**src/rtl/imem_loader_pkg.sv**
```systemverilog
// imem_loader shared constants: FSM encoding, HALT word, bytes per word.
// Optional feature macro: IMEM_LOADER_CHECKSUM_EN (see imem_loader.sv).
package imem_loader_pkg;

  localparam logic [1:0] ST_IDLE    = 2'd0;
  localparam logic [1:0] ST_RECEIVE = 2'd1;
  localparam logic [1:0] ST_WRITE   = 2'd2;
  localparam logic [1:0] ST_DONE    = 2'd3;

  localparam logic [31:0] HALT_WORD_DEF = 32'hFFFF_FFFF;

  localparam int BYTES_PER_WORD = 4;

endpackage

```
**src/rtl/imem_loader_byte_assembler.sv**
```systemverilog
// Big-endian byte-to-word shift register with a byte counter.
// First accepted byte ends up in the top byte of the word.
module imem_loader_byte_assembler
  import imem_loader_pkg::*;
#(
  parameter int NB_BYTE = 8,
  parameter int WORD_W  = 32
) (
  input  logic               i_clock,
  input  logic               i_reset,
  input  logic               i_clear,
  input  logic               i_accept,
  input  logic [NB_BYTE-1:0] i_byte,
  output logic [WORD_W-1:0]  o_word,
  output logic               o_word_complete
);

  logic [WORD_W-1:0] shift_q;
  logic [1:0]        cnt_q;

  assign o_word = shift_q;

  assign o_word_complete =
    i_accept && (cnt_q == 2'(BYTES_PER_WORD - 1));

  // shift each accepted byte in from the bottom; clear drops partial word
  always_ff @(posedge i_clock or posedge i_reset) begin
    if (i_reset) begin
      shift_q <= '0;
      cnt_q   <= '0;
    end else if (i_clear) begin
      shift_q <= '0;
      cnt_q   <= '0;
    end else if (i_accept) begin
      shift_q <= {shift_q[WORD_W-NB_BYTE-1:0], i_byte};
      cnt_q   <= cnt_q + 2'd1;
    end
  end

endmodule

```
**src/rtl/imem_loader.sv**
```systemverilog
// Program-load controller: bytes -> words -> imem, then read port to IF.
// Define IMEM_LOADER_CHECKSUM_EN to enable the running byte checksum.
module imem_loader
  import imem_loader_pkg::*;
#(
  parameter int              MEMORY_WIDTH = 32,
  parameter int              MEMORY_DEPTH = 64,
  parameter int              NB_ADDR      = 32,
  parameter int              NB_BYTE      = 8,
  parameter logic [31:0]     HALT_WORD    = HALT_WORD_DEF
) (
  input  logic                    i_clock,
  input  logic                    i_reset,
  input  logic                    i_start,
  input  logic                    i_byte_valid,
  input  logic [NB_BYTE-1:0]      i_byte,
  output logic                    o_byte_ready,
  input  logic                    i_fetch_enable,
  input  logic [NB_ADDR-1:0]      i_fetch_addr,
  output logic                    o_imem_write_enable,
  output logic [NB_ADDR-1:0]      o_imem_write_addr,
  output logic [MEMORY_WIDTH-1:0] o_imem_write_data,
  output logic                    o_imem_read_enable,
  output logic [NB_ADDR-1:0]      o_imem_read_addr,
  output logic                    o_loading,
  output logic                    o_load_done,
  output logic [NB_ADDR-1:0]      o_word_count,
  output logic                    o_overflow_error,
  output logic [NB_BYTE-1:0]      o_checksum
);

  logic [1:0]              state_q, state_d;
  logic [NB_ADDR-1:0]      word_count_q, word_count_d;
  logic                    overflow_q, overflow_d;
  logic                    start_load;
  logic                    accept;
  logic                    word_complete;
  logic [MEMORY_WIDTH-1:0] word;
  logic                    in_write;
  logic                    in_done;

  assign in_write = (state_q == ST_WRITE);
  assign in_done  = (state_q == ST_DONE);

  assign start_load = i_start &&
    ((state_q == ST_IDLE) || in_done);

  assign o_byte_ready = (state_q == ST_RECEIVE);
  assign accept       = i_byte_valid && o_byte_ready;

  imem_loader_byte_assembler #(
    .NB_BYTE (NB_BYTE),
    .WORD_W  (MEMORY_WIDTH)
  ) u_byte_assembler (
    .i_clock         (i_clock),
    .i_reset         (i_reset),
    .i_clear         (start_load),
    .i_accept        (accept),
    .i_byte          (i_byte),
    .o_word          (word),
    .o_word_complete (word_complete)
  );

  // load sequencing and word bookkeeping
  always_comb begin
    state_d      = state_q;
    word_count_d = word_count_q;
    overflow_d   = overflow_q;
    case (state_q)
      ST_IDLE, ST_DONE: begin
        if (start_load) begin
          state_d      = ST_RECEIVE;
          word_count_d = '0;
          overflow_d   = 1'b0;
        end
      end
      ST_RECEIVE: begin
        if (word_complete) state_d = ST_WRITE;
      end
      ST_WRITE: begin
        word_count_d = word_count_q + NB_ADDR'(1);
        if (word == MEMORY_WIDTH'(HALT_WORD)) begin
          state_d = ST_DONE;
        end else if (word_count_q ==
                     NB_ADDR'(MEMORY_DEPTH - 1)) begin
          state_d    = ST_DONE;
          overflow_d = 1'b1;
        end else begin
          state_d = ST_RECEIVE;
        end
      end
      default: state_d = ST_IDLE;
    endcase
  end

  // state and counters
  always_ff @(posedge i_clock or posedge i_reset) begin
    if (i_reset) begin
      state_q      <= ST_IDLE;
      word_count_q <= '0;
      overflow_q   <= 1'b0;
    end else begin
      state_q      <= state_d;
      word_count_q <= word_count_d;
      overflow_q   <= overflow_d;
    end
  end

  assign o_imem_write_enable = in_write;
  assign o_imem_write_addr   = in_write ? word_count_q : '0;
  assign o_imem_write_data   = in_write ? word : '0;

  assign o_imem_read_enable = in_done && i_fetch_enable;
  assign o_imem_read_addr   = in_done ? i_fetch_addr : '0;

  assign o_loading        = o_byte_ready || in_write;
  assign o_load_done      = in_done;
  assign o_word_count     = word_count_q;
  assign o_overflow_error = overflow_q;

`ifdef IMEM_LOADER_CHECKSUM_EN
  logic [NB_BYTE-1:0] checksum_q;

  // modulo-2^NB_BYTE sum of accepted bytes, restarted with each load
  always_ff @(posedge i_clock or posedge i_reset) begin
    if (i_reset) begin
      checksum_q <= '0;
    end else if (start_load) begin
      checksum_q <= '0;
    end else if (accept) begin
      checksum_q <= checksum_q + i_byte;
    end
  end

  assign o_checksum = checksum_q;
`else
  assign o_checksum = '0;
`endif

endmodule

```
**config.mk**
```make
export PLATFORM = sky130hd
export DESIGN_NAME = imem_loader
export DESIGN_NICKNAME = d
export VERILOG_FILES = /design/src/rtl/imem_loader_pkg.sv /design/src/rtl/imem_loader_byte_assembler.sv /design/src/rtl/imem_loader.sv
export SDC_FILE = /design/constraint.sdc
export NUM_CORES = 1
export LEC_CHECK = 0
export ABC_AREA = 1
export BUFFER_PORTS_ARGS = -buffer_cell sky130_fd_sc_hd__buf_4
export CORE_MARGIN = 5
export CORE_UTILIZATION = 40
export CTS_BUF_LIST = sky130_fd_sc_hd__clkbuf_16
export CTS_CLUSTER_DIAMETER = 100
export DETAILED_ROUTE_END_ITERATION = 6
export HOLD_SLACK_MARGIN = 0.12
export PLACE_DENSITY_LB_ADDON = 0.3
export SLEW_MARGIN = 20
export SYNTH_ARGS = -nofsm -noshare
export SYNTH_HDL_FRONTEND = slang
export SYNTH_SLANG_ARGS = --single-unit
```
**constraint.sdc**
```tcl
create_clock -name i_clock -period 3.28 [get_ports i_clock]
set_input_delay 0.328 -clock i_clock [delete_from_list [all_inputs] [get_ports i_clock]]
set_output_delay 0.328 -clock i_clock [all_outputs]
set_load 0.01 [all_outputs]
```
==> results.py <==
metrics = {
    "die": {
        "rows": 38,
        "io_pins": 187,
        "dieArea_um2": 13400,
        "coreArea_um2": 10900,
        "die_w_um": 116,
        "initial_utilization_pct": 41.1,
        "die-height_um": 116,
    },
    "cts": {
        "ctsHoldBuffers": 0,
        "cts_made_buffers": 9,
        "h-tree-depth": 3,
        "numClockSinks": 69,
        "cts_tree": "done",
        "post_cts_buffers": 0,
        "path_clk_slew_ns": 0.06,
        "cts_buffer_depth": 2,
        "clk-insertion-delay-late_ns": 0.33,
        "cts_root_buffer": "clkbuf_16",
        "post_cts_resize_count": 0,
    },
    "drt": {
        "vias": 4783,
        "wirelength_um": 13900,
        "drt-wirelength-per-cell_um": 13.5,
        "drtPass1Iterations": 5,
        "detailedRoute.firstIterationViolations": 295,
        "route.antenna.remaining_nets": 0,
        "drt-vias-per-instance": 4.65,
        "route.detailed.drc": 0,
    },
    "critical_path": {
        "worst_ep_arrival_time_ns": 2.13,
        "setup.worst_path.class": "flop to output port",
        "endpoint_kind": "output port",
        "worstSetupStartpointType": "flop",
        "required_time_of_the_critical_path_ns": 2.95,
        "cp_max_fo": 45,
    },
    "run": {
        "drv_cap": 0,
    },
    "timing": {
        "timing.final.crit_share_pct": 75.1,
        "final.min_clock_period_ns": 2.46,
        "setup-tns-final_ns": 0,
        "final-setup-viol-count": 0,
        "fmax_mhz": 406,
        "slew_headroom_pct": 47.7,
        "max_slew.worst_pin.slew_ns": 0.784,
        "finalMaxSlewViolations": 0,
        "hold_viol": 0,
        "grt_setup_unrepaired": "false",
        "timing.clock.skew_ns": 0.00795,
    },
    "pwr": {
        "switching_share_pct": 37.6,
        "total_leakage_power_nw": 3.87,
        "power_frac_clock_pct": 31.5,
        "p_switching_mw": 1.23,
        "internal_power_mw": 2.04,
        "vdd_drop_max_uv": 382,
        "design_power_total_mw": 3.27,
        "pwr-share-comb_pct": 33.1,
        "p_seq_share_pct": 35.3,
        "power-per-cell-area_nw_per_um2": 524,
    },
    "logic_synthesis": {
        "netlist_area_um2": 4480,
        "synth_cell_type_count": 31,
        "synth_sequential_area_ratio_pct": 38.6,
        "postSynthRegisterBits": 69,
        "synth.avg_cell_area_um2": 6.29,
        "yosys_warnings": 0,
        "synthesis.instances": 712,
    },
    "finish": {
        "finalNetCount": 934,
        "area.growth.synth_to_final_pct": 39.1,
        "insertedDiodeCount": 0,
        "drive_gt1_share_pct": 24.9,
    },
    "global_routing": {
        "grt_antenna_before_repair": 0,
        "grt_pass1_wl_um": 22300,
        "largest_net_degree_at_the_start_of_global_routing": 46,
        "grt_pass1_vias": 4516,
        "globalRouteTotalUtil_pct": 20.7,
        "globalRoute.totalOverflow": 0,
    },
    "place": {
        "gp_routability_congestion": 0.910,
        "place.detailed.hpwl_um": 10600,
        "place.port_buffers": 178,
    },
    "outcome": {
        "status": "complete, no violations",
    },
    "min_path": {
        "worstHoldPathType": "primary input to asynchronous set/reset pin",
    },
}
stage by stage:
stage / utilization, % / std cells / setup slack, ns / instance area (um2) / hold WS, ns
after floorplan: - / 719 / 1.21 / 4500 / 0.467
after global placement: 54.3 / 1013 / 1.01 / 5910 / 0.501
after detailed placement: 54.3 / 1013 / 0.944 / 5910 / 0.511
after CTS: 57.2 / 1029 / 0.771 / 6230 / 0.174
after global routing: 57.2 / 1029 / 0.588 / 6230 / 0.222
final: 57.2 / 1029 / 0.818 / 6230 / 0.151
area by class of cell:
cell class              count  area, um2
inverters                 161        604
well taps                 140        175
fillers                  1070       4660
multi-input cells         460       2030
clock inverters             7       92.6
flip-flops and latches     69       1730
clock buffers               9        225
repair buffers            183       1370
placed cells by master (no fill, tap or decap), drive strengths merged:
cell type | netlist | final
and2 | 1 | 1
a31oi | 1 | 1
clkinv | 2 | 4
conb | 1 | 8
nor3 | 12 | 12
o21a | 1 | 1
buf | 16 | 183
ha | 5 | 5
o21ai | 34 | 34
nand2 | 242 | 242
nor3b | 1 | 1
bufinv | 0 | 2
clkbuf | 13 | 9
dfrtp | 69 | 69
nand4 | 4 | 4
or2 | 1 | 1
clkinvlp | 0 | 1
nand3 | 43 | 43
a21oi | 40 | 40
inv | 159 | 161
nor2 | 66 | 66
xor2 | 1 | 1
routing by layer:
| layer | share of wire, % | GRT usage (%) |
|---|---|---|
| met3 | 8.5 | 4.33 |
| met5 | 0 | 0 |
| met2 | 48 | 34.8 |
| met1 | 43 | 27.4 |
| met4 | 0.87 | 4.80 |
cells by family after synthesis:
group / share of synthesized area [%]
adders and majority gates: 1.40
other: 0.0837
buffers and inverters: 16.7
AOI/OAI and AO/OA: 8.58
DFF: 38.6
xor gates and xnor gates: 0.196
and+or+nand+nor: 34.5
synthesized netlist by cell type:
| master | count | area (um2) |
|---|---|---|
| a21oi_1 | 40 | 200 |
| a31oi_1 | 1 | 6.26 |
| and2_0 | 1 | 6.26 |
| buf_1 | 3 | 11.3 |
| buf_2 | 5 | 25.0 |
| buf_4 | 8 | 60.1 |
| clkbuf_1 | 13 | 48.8 |
| clkinv_1 | 2 | 7.51 |
| conb_1 | 1 | 3.75 |
| dfrtp_1 | 69 | 1730 |
| ha_1 | 5 | 62.6 |
| inv_1 | 154 | 578 |
| inv_2 | 5 | 18.8 |
| nand2_1 | 236 | 886 |
| nand2_2 | 5 | 31.3 |
| nand2_4 | 1 | 11.3 |
| nand3_1 | 42 | 210 |
| nand3_2 | 1 | 10.0 |
| nand4_1 | 4 | 25.0 |
| nor2_1 | 60 | 225 |
| nor2_2 | 5 | 31.3 |
| nor2_4 | 1 | 11.3 |
| nor3_1 | 10 | 50.1 |
| nor3_2 | 1 | 10.0 |
| nor3_4 | 1 | 16.3 |
| nor3b_2 | 1 | 12.5 |
| o21a_1 | 1 | 7.51 |
| o21ai_0 | 31 | 155 |
| o21ai_1 | 3 | 15.0 |
| or2_2 | 1 | 6.26 |
| xor2_1 | 1 | 8.76 |
worst paths after layout:
| path | startpoint | endpoint | slack [ns] | depth (start not counted) |
|---|---|---|---|---|
| worst min-delay path | i_reset | o_word_count[15] | 0.15 | 2 |
| worst max register to register | state_q[0] | o_word_count[11] | 0.95 | 7 |
| max in group asynchronous | i_reset | state_q[0] | 2.38 | 3 |
| worst min register to register | u_byte_assembler.cnt_q[1] | u_byte_assembler.cnt_q[1] | 0.52 | 2 |
| worst max-delay path | state_q[0] | o_imem_write_addr[15] | 0.82 | 6 |
| min in group i_clock | i_byte[4] | u_byte_assembler.o_word[4] | 0.25 | 3 |
registers in the layout, summed over array words and instances (netlist names):
register                 cells
o_overflow_error             1
u_byte_assembler.cnt_q       2
u_byte_assembler.o_word     32
state_q                      2
o_word_count                32
power groups by stage:
stage          logic [mW]  clock network, mW  registers, mW
6_report             1.08               1.03           1.15
5_1_grt              1.23               1.08           1.18
4_1_cts              1.10               1.04           1.15
3_5_place_dp         1.09                  0           1.17
3_3_place_gp         1.07                  0           1.17
2_1_floorplan       0.716                  0           1.12
worst max-delay path, cell delays in order, from the launching register on:
cell	delay [ns]
dfrtp_1	0.41
inv_1	0.08
ha_2	0.50
buf_4	0.50
nand2_1	0.11
inv_1	0.07
buf_4	0.11
Note: power is estimated with default switching activity, not from simulation.
